$ cat src/rtl/tty_pkg.sv
// Shared constants and FSM state type for the TTY UART transmitter.
package tty_pkg;

  localparam int unsigned CLKS_PER_BIT_DEFAULT = 868;
  localparam int unsigned FIFO_DEPTH_DEFAULT   = 4;
  localparam int unsigned TTY_CHAR_W           = 7;

  typedef enum logic [1:0] {
    ST_IDLE,
    ST_START,
    ST_DATA,
    ST_STOP
  } tty_tx_state_e;

endpackage

$ cat src/rtl/tty_char_fifo.sv
// Character FIFO with wrap-around pointers, occupancy count and registered flags.
module tty_char_fifo
  import tty_pkg::*;
#(
  parameter int unsigned DEPTH = FIFO_DEPTH_DEFAULT,
  parameter int unsigned WIDTH = TTY_CHAR_W
) (
  input  logic             clk,
  input  logic             rst_n,
  input  logic             push,
  input  logic             pop,
  input  logic             flush,
  input  logic [WIDTH-1:0] din,
  output logic [WIDTH-1:0] dout,
  output logic             full,
  output logic             empty
);

  localparam int unsigned AW      = $clog2(DEPTH);
  localparam logic [AW:0] DEPTH_C = (AW + 1)'(DEPTH);

  logic [WIDTH-1:0] mem [DEPTH];
  logic [AW-1:0]    wr_ptr, rd_ptr;
  logic [AW:0]      count, count_n;
  logic             push_ok, pop_ok;

  // Acceptance uses the flags as they stood before the edge, so a push while
  // full is dropped even if a pop frees a slot in the same cycle.
  assign push_ok = push && !full;
  assign pop_ok  = pop && !empty;
  assign dout    = mem[rd_ptr];

  always_comb begin
    count_n = count;
    if (flush)
      count_n = '0;
    else if (push_ok && !pop_ok)
      count_n = count + (AW + 1)'(1);
    else if (pop_ok && !push_ok)
      count_n = count - (AW + 1)'(1);
  end

  always_ff @(posedge clk or negedge rst_n) begin
    if (!rst_n) begin
      wr_ptr <= '0;
      rd_ptr <= '0;
      count  <= '0;
      full   <= 1'b0;
      empty  <= 1'b1;
    end else begin
      count <= count_n;
      full  <= (count_n == DEPTH_C);
      empty <= (count_n == '0);
      if (flush) begin
        wr_ptr <= '0;
        rd_ptr <= '0;
      end else begin
        if (push_ok) wr_ptr <= wr_ptr + AW'(1);
        if (pop_ok)  rd_ptr <= rd_ptr + AW'(1);
      end
    end
  end

  always_ff @(posedge clk) begin
    if (push_ok && !flush) mem[wr_ptr] <= din;
  end

endmodule

$ cat src/rtl/tty_uart_tx.sv
// TTY character output: edge-detected writes into a FIFO, drained as 8N1 UART frames.
module tty_uart_tx
  import tty_pkg::*;
#(
  parameter int unsigned CLKS_PER_BIT = CLKS_PER_BIT_DEFAULT,
  parameter int unsigned FIFO_DEPTH   = FIFO_DEPTH_DEFAULT
) (
  input  logic                  clk,
  input  logic                  reset,
  input  logic [TTY_CHAR_W-1:0] TTY_data,
  input  logic                  TTY_en,
  input  logic                  TTY_clear,
  output logic                  TTY_ready,
  output logic                  tx,
  output logic                  tx_busy
);

  localparam logic [15:0] BAUD_LAST = 16'(CLKS_PER_BIT - 1);

  logic [1:0]            rst_sync;
  logic                  rst_n;
  logic                  en_d;
  logic                  push, pop;
  logic                  fifo_full, fifo_empty;
  logic [TTY_CHAR_W-1:0] fifo_dout;

  tty_tx_state_e state, state_n;
  logic [15:0]   baud_cnt, baud_cnt_n;
  logic [2:0]    bit_idx, bit_idx_n;
  logic [7:0]    shreg, shreg_n;
  logic          tx_n;

  // Assertion is immediate; release is delayed by two clocks.
  always_ff @(posedge clk or negedge reset) begin
    if (!reset) rst_sync <= '0;
    else        rst_sync <= {rst_sync[0], 1'b1};
  end
  assign rst_n = rst_sync[1];

  always_ff @(posedge clk or negedge rst_n) begin
    if (!rst_n) en_d <= 1'b0;
    else        en_d <= TTY_en;
  end

  assign push = TTY_en && !en_d && !TTY_clear;

  tty_char_fifo #(
    .DEPTH (FIFO_DEPTH),
    .WIDTH (TTY_CHAR_W)
  ) u_fifo (
    .clk   (clk),
    .rst_n (rst_n),
    .push  (push),
    .pop   (pop),
    .flush (TTY_clear),
    .din   (TTY_data),
    .dout  (fifo_dout),
    .full  (fifo_full),
    .empty (fifo_empty)
  );

  // tx_n is the line level for the cycle after the edge, so tx is a plain flop.
  always_comb begin
    state_n    = state;
    baud_cnt_n = baud_cnt + 16'd1;
    bit_idx_n  = bit_idx;
    shreg_n    = shreg;
    tx_n       = tx;
    pop        = 1'b0;
    unique case (state)
      ST_IDLE: begin
        baud_cnt_n = '0;
        tx_n       = 1'b1;
        if (!fifo_empty) begin
          pop     = 1'b1;
          shreg_n = {1'b0, fifo_dout};
          state_n = ST_START;
          tx_n    = 1'b0;
        end
      end
      ST_START: begin
        if (baud_cnt == BAUD_LAST) begin
          state_n    = ST_DATA;
          baud_cnt_n = '0;
          bit_idx_n  = '0;
          tx_n       = shreg[0];
        end
      end
      ST_DATA: begin
        if (baud_cnt == BAUD_LAST) begin
          baud_cnt_n = '0;
          if (bit_idx == 3'd7) begin
            state_n = ST_STOP;
            tx_n    = 1'b1;
          end else begin
            bit_idx_n = bit_idx + 3'd1;
            tx_n      = shreg[bit_idx_n];
          end
        end
      end
      ST_STOP: begin
        if (baud_cnt == BAUD_LAST) begin
          state_n    = ST_IDLE;
          baud_cnt_n = '0;
          tx_n       = 1'b1;
        end
      end
      default: state_n = ST_IDLE;
    endcase
    if (TTY_clear) begin
      state_n    = ST_IDLE;
      baud_cnt_n = '0;
      bit_idx_n  = '0;
      tx_n       = 1'b1;
      pop        = 1'b0;
    end
  end

  always_ff @(posedge clk or negedge rst_n) begin
    if (!rst_n) begin
      state    <= ST_IDLE;
      baud_cnt <= '0;
      bit_idx  <= '0;
      shreg    <= '0;
      tx       <= 1'b1;
    end else begin
      state    <= state_n;
      baud_cnt <= baud_cnt_n;
      bit_idx  <= bit_idx_n;
      shreg    <= shreg_n;
      tx       <= tx_n;
    end
  end

  assign TTY_ready = !fifo_full;
  assign tx_busy   = (state != ST_IDLE) || !fifo_empty;

endmodule

$ cat config.mk
export PLATFORM = sky130hd
export DESIGN_NAME = tty_uart_tx
export DESIGN_NICKNAME = d
export VERILOG_FILES = /design/src/rtl/tty_pkg.sv /design/src/rtl/tty_char_fifo.sv /design/src/rtl/tty_uart_tx.sv
export SDC_FILE = /design/constraint.sdc
export NUM_CORES = 1
export LEC_CHECK = 0
export BUFFER_PORTS_ARGS = -buffer_cell sky130_fd_sc_hd__buf_2
export CAP_MARGIN = 30
export CORE_MARGIN = 10
export CORE_UTILIZATION = 55
export DETAILED_ROUTE_END_ITERATION = 10
export PLACE_DENSITY = 0.72
export SLEW_MARGIN = 15
export SYNTH_ARGS = -nofsm -noshare
export SYNTH_HDL_FRONTEND = slang
export SYNTH_HIERARCHICAL = 1
export SYNTH_SLANG_ARGS = --single-unit
$ cat constraint.sdc
create_clock -name clk -period 2 [get_ports clk]
set_input_delay 0 -clock clk [delete_from_list [all_inputs] [get_ports clk]]
set_output_delay 0 -clock clk [all_outputs]
set_load 0.01 [all_outputs]
# Word-level counts from Yosys, hierarchy flattened
# Memory sizes are Yosys's and may differ from the RTL's. A register that Yosys moved wholly into a read port is not among the register bits.
# Cells that the tools add are included.
# word_totals
ramBits	28
input_bits	11
n_memories	1
regBits	34
# mem_list
memory	words	width	read_ports	rd_clocked_by_memory_dff	write_ports	line	rtl
u_fifo.mem	4	7	1	1	1	tty_char_fifo.sv:22	logic [WIDTH-1:0] mem [DEPTH];
# op_classes
addsub	6
eq_ne	12
order_cmp	1
bitwise_logic	1
n_reduce_logical	26
n_mux	36
# ops
cell	count
$mux 16	2
$pmux 16 s2	1
$mux 3	7
$mux 2	10
$ne 3x3->1 const B	6
$add 16x1->16 const B	1
$eq 16x10->1 const B	1
$mux 1	12
$pmux 2 s4	1
$logic_and 1x1->1	7
$logic_not 1->1	7
$add 3x1->3 const B	2
$eq 3x3->1 const B	2
$pmux 3 s2	1
$reduce_bool 2->1	3
$reduce_and 5->1	1
$add 2x1->2 const B	2
$eq 2x2->1 const B	2
$lt 3x4->1 const B	1
$pmux 1 s4	1
$reduce_and 4->1	1
$bmux 1 s3	1
$logic_not 3->1	1
$reduce_and 3->1	1
other kinds (8)	8

# Longest topological paths before layout
# depth
ltp_word	10
mapped_depth	10
ltp_nobuf	8

# By module
# Netlist, hierarchy kept.
# by_module_without_submodules
mod	seq_area_each_um2	cells_each	area_per_inst_um2	instances
tty_uart_tx	802.0	156	1656.6	1
tty_char_fifo	1067.3	104	1651.6	1

# Least setup slack after synthesis
# Ideal clock, no wire load.
# synth_timing
path_kind	register -> register
startpoint	register state[0]
endpoint	register u_fifo.full
t_arrival_ns	1.988
t_required_ns	1.864
path_slack_ns	-0.124
path_stages_with_launch	11
path_buffers	2
cell_sequence	dfrtp_1 inv_1 ha_1 nor2b_1 clkbuf_1 nor2b_1 nor2b_4 buf_6 xnor2_1 a311oi_2 nor4_2
# synth_via
elab_chain_len	9
word_cells_on_any_way	11
cone_classes	eq/ne (1); mux (5); reduce/logical (5)
# synth_rtl
element	line	rtl
start, declared	tty_uart_tx.sv:27	tty_tx_state_e state, state_n;
start signal, assigned	tty_uart_tx.sv:127	state <= state_n;
$logic_not 2->1 *	tty_uart_tx.sv:70	unique case (state)
$mux 1 *	tty_uart_tx.sv:70	
$mux 1 *	tty_uart_tx.sv:110	if (TTY_clear) begin
via pop	tty_uart_tx.sv:23	logic push, pop;
$logic_and 1x1->1 *	tty_char_fifo.sv:30	assign pop_ok = pop && !empty;
$logic_and 1x1->1 / $logic_not 1->1 (equally long branches)	tty_char_fifo.sv:39, tty_char_fifo.sv:37	
$mux 3 / $logic_and 1x1->1 (equally long branches)	tty_char_fifo.sv:39, tty_char_fifo.sv:37	
$mux 3 *	tty_char_fifo.sv:37	else if (push_ok && !pop_ok)
$mux 3 *	tty_char_fifo.sv:35	if (flush)
$eq 3x3->1 *	tty_char_fifo.sv:52	full <= (count_n == DEPTH_C);
end signal, assigned	tty_char_fifo.sv:52	
end, declared	tty_char_fifo.sv:15	output logic full,
# Mark *: on every way through the listed nets, which the timed path passes. The rest lies on a longest branch.
# A chain may end at the register's enable or synchronous reset.

# Worst setup path after layout
# layout_timing
startpoint	register state[1]
endpoint	register state[0]
# layout_via
elab_chain_len	3
word_cells_on_any_way	12
cone_classes	eq/ne (8); mux (2); reduce/logical (2)
# layout_rtl
element	line
$eq 2x2->1, or another cell as far along	tty_uart_tx.sv:70
$ne 3x3->1 (no line) / $pmux 2 s4 (equally long branches)	n/a
$reduce_and 5->1 (no line) / $mux 2 (equally long branches)	n/a
# Parallel ways exist; a longest one is shown, timed or not.

==> metrics.md <==
| Metric | Value |
|---|---|
| Ys async rst share | 59.4% |
| Worst-Margin Slew | 0.530 ns |
| Dpl cells | 348 |
| Max Slew Vio Count | 0 |
| Final setup TNS | 0 ns |
| Reg2reg start | state[1] |
| Startpoint Class | register |
| Post-DR wirelength/cell | 15.7 um |
| H-tree Lvls | 3 |
| All-Layer GR Usage | 13.1% |
| Fin crit period | 1.97 ns |
| Worst EP required | 2.24 ns |
| Register area share after synthesis | 56.5% |
| Synth area leader | dfrtp_1 |
| Clk sinks | 69 |
| Starting DRT DRC Count | 123 |
| Synth warn | 6 |
| Most common cell in the synthesized netlist | dfrtp_1 |
| Total gr overflow | 0 |
| Critical path type | register to register |
| Core Region | 5890 um2 |
| Final count of hold timing violations | 0 |
| First-pass GRT wire length | 10,200 um |
| Placer Congestion | 0.825 |
| Layout cells sized above 1 | 28.1% |
| Die outline area | 9520 um2 |
| Die H | 97.6 um |
| Synthesized flop and latch total | 69 |
| Worst R2R Setup Slack | 0.03 ns |
| Max cap viols | 0 |
| Critical Path AT | 2.22 ns |
| Maximum VDD drop | 0.000587 V |
| Hold path start | TTY_clear |
| Worst skew pair latency | 0.35 ns |
| Boundary Pins | 14 |
| CTS tree | done |
| Worst hold endpoint | u_fifo/count[1] |
| Reg2reg path depth | 7 |
| Synthesized net count | 285 |
| Row Count | 28 |
| Largest net degree at the start of global routing | 40 |
| Hpwl dp | 4040 um |
| WL final | 5930 um |
| Mapped Avg Cell Area | 12.7 um2 |
| Post-synth top cells | dfrtp_1, nor2_1, edfxtp_1, ha_1, nand2_1 |
| Rel. slew slack | 64.4% |
| Leak | 0.00152 uW |
| CP Max Fanout | 4 |
| Via Count | 2,049 |
| Number of fill cells | 453 |
| Initial DRT Pass Iterations | 4 |
| Final setup viols | 0 |
| Syn Inst Count | 260 |
| Initial antenna violation count | 0 |
| Critical Path Sink Type | register |
| Prevailing post-synth register cell | dfrtp_1 |
| Status | finished clean |
| Multi-input logic area | 1410 um2 |
| Worst hold path type | input pin to register |
| Residual DRC | 0 |
| Buffers on Ports | 13 |
| Bufs on Longest Clock Path | 2 |
| Initial Utilization | 56.2% |
| Synth top area share | 29.5% |
| Worst r2r dst | state[0] |
| Area grow syn2layout | 18.9% |
| Storage element area | 1870 um2 |
| Vias in the first global route | 2,177 |
| WHS Path Cells | 3 |
| Max Freq | 506 MHz |
| Final #Nets | 323 |
| Clock Pin Slew Worst Setup and Hold Paths | 0.08 ns |
| Die W | 97.6 um |
| CTS root buffer | clkbuf_8 |
| CTS buffer count | 9 |
| Library cells used by synthesis | 45 |
| Ant. Diodes | 0 |
| Number of enable flip-flop cells after synthesis | 28 |
| Synth top area cells | dfrtp_1, edfxtp_1, mux4_2 |
| Cell Area, Synth | 3310 um2 |
| Vias/cell | 5.42 |
| RSZ-0062 raised after global routing | yes |
| Antenna Violating Nets Remaining | 0 |
| Setup Skew | 0.0102 ns |
| Final period util | 98.7% |
| Pwr dens | 972 nW/um2 |
| Final std cells w/o fill | 378 |
cells in the final DEF, fill, tap and decap left out, types with 2 or more instances in the layout:
master and count:
a21oi_1 8, a31oi_1 3, and3_1 7, and4_1 2
buf_2 13, buf_4 12, buf_6 2, bufinv_16 2
clkbuf_8 9, dfrtp_1 38, dfstp_2 2, dlygate4sd3_1 10
edfxtp_1 28, ha_1 10, ha_4 3, inv_1 9
inv_6 2, mux2_2 7, mux2i_1 5, mux4_2 8
nand2_1 14, nand3_1 10, nor2_1 31, nor2b_1 2
nor2b_4 3, nor3_1 5, nor3b_1 2, nor4_1 2
nor4_2 2, o21a_1 2, o21ai_0 3, xnor2_1 9
xor2_1 9
logic make-up (layout without fill, tap and decap cells):
logic type,count (synthesis),count (layout),synth area share [%]
compound gates,22,22,4.80
xor+xnor,19,19,5.03
fa+ha+maj,15,15,5.64
buf+inv,22,65,3.52
flops,69,69,56.5
mux,20,20,9.34
other cells,1,1,0.113
simple gates,92,92,15.1
what timing repair did:
action | CTS | global route
hold buffers | 10 | 0
setup buffers | 1 | 3
gates resized for setup | 5 | 16
endpoints found under the hold margin | 31 | 0
pin swaps | 0 | 7
endpoints found under the setup margin | 4 | 9
flip-flops by register name, indices dropped and copies added (netlist names), 2 cells and up:
register,flops
u_fifo/mem,28
baud_cnt,16
shreg,7
bit_idx,3
u_fifo/count,3
rst_sync,2
state,2
u_fifo/rd_ptr,2
u_fifo/wr_ptr,2
critical path, stage by stage, from the launching register on:
cell      delay (ns)
dfrtp_1         0.43
buf_6           0.14
ha_4            0.14
or3_1           0.38
a222oi_1        0.32
buf_4           0.19
nor2_1          0.05
a211oi_2        0.22
power by group:
group	switching, uW	total (uW)	internal, uW
Sequential	112	1730	1620
Clock	554	1270	713
Combinational	404	826	422
Total	1070	3820	2750
per-layer routing:
metal  global-route usage [%]  share of wire, %
met3                     3.70               2.8
met4                     5.48               1.4
met2                     22.1                52
met5                        0                 0
met1                     15.2                44
worst max-delay path by stage:
| stage | from | endpoint | slack [ns] | depth (start not counted) |
|---|---|---|---|---|
| 6_report | state[1] | state[0] | 0.03 | 7 |
| 5_1_grt | state[1] | state[1] | -0.04 | 7 |
| 4_1_cts | state[1] | u_fifo/empty | 0.003 | 8 |
| 3_5_place_dp | bit_idx[0] | tx | -0.003 | 5 |
| 3_3_place_gp | baud_cnt[0] | state[0] | 0.03 | 7 |
| 2_1_floorplan | state[0] | state[1] | 0.01 | 7 |
per-stage QoR:
stage / hold WS, ns / setup slack [ns] / area (um2) / util (%) / total power, uW
after floorplan: -0.296 / 0.0116 / 3310 / - / 2260
after global placement: -0.214 / 0.0297 / 3490 / 59.2 / 2450
after detailed placement: -0.212 / -0.00272 / 3490 / 59.2 / 2480
after CTS: 0.0868 / 0.00271 / 3840 / 65.3 / 3770
after global routing: 0.110 / -0.0366 / 3930 / 66.8 / 4020
final: 0.0934 / 0.0252 / 3930 / 66.8 / 3820
final cells by class:
| class | count | share of cell area (%) |
|---|---|---|
| timing repair buffer | 38 | 7.57 |
| clock buffer | 10 | 3.25 |
| tap | 75 | 2.39 |
| sequential | 69 | 47.6 |
| clock inverter | 6 | 2.39 |
| inverter | 11 | 1.11 |
| multi-input combinational | 169 | 35.7 |
Note: power is estimated with default switching activity, not from simulation.
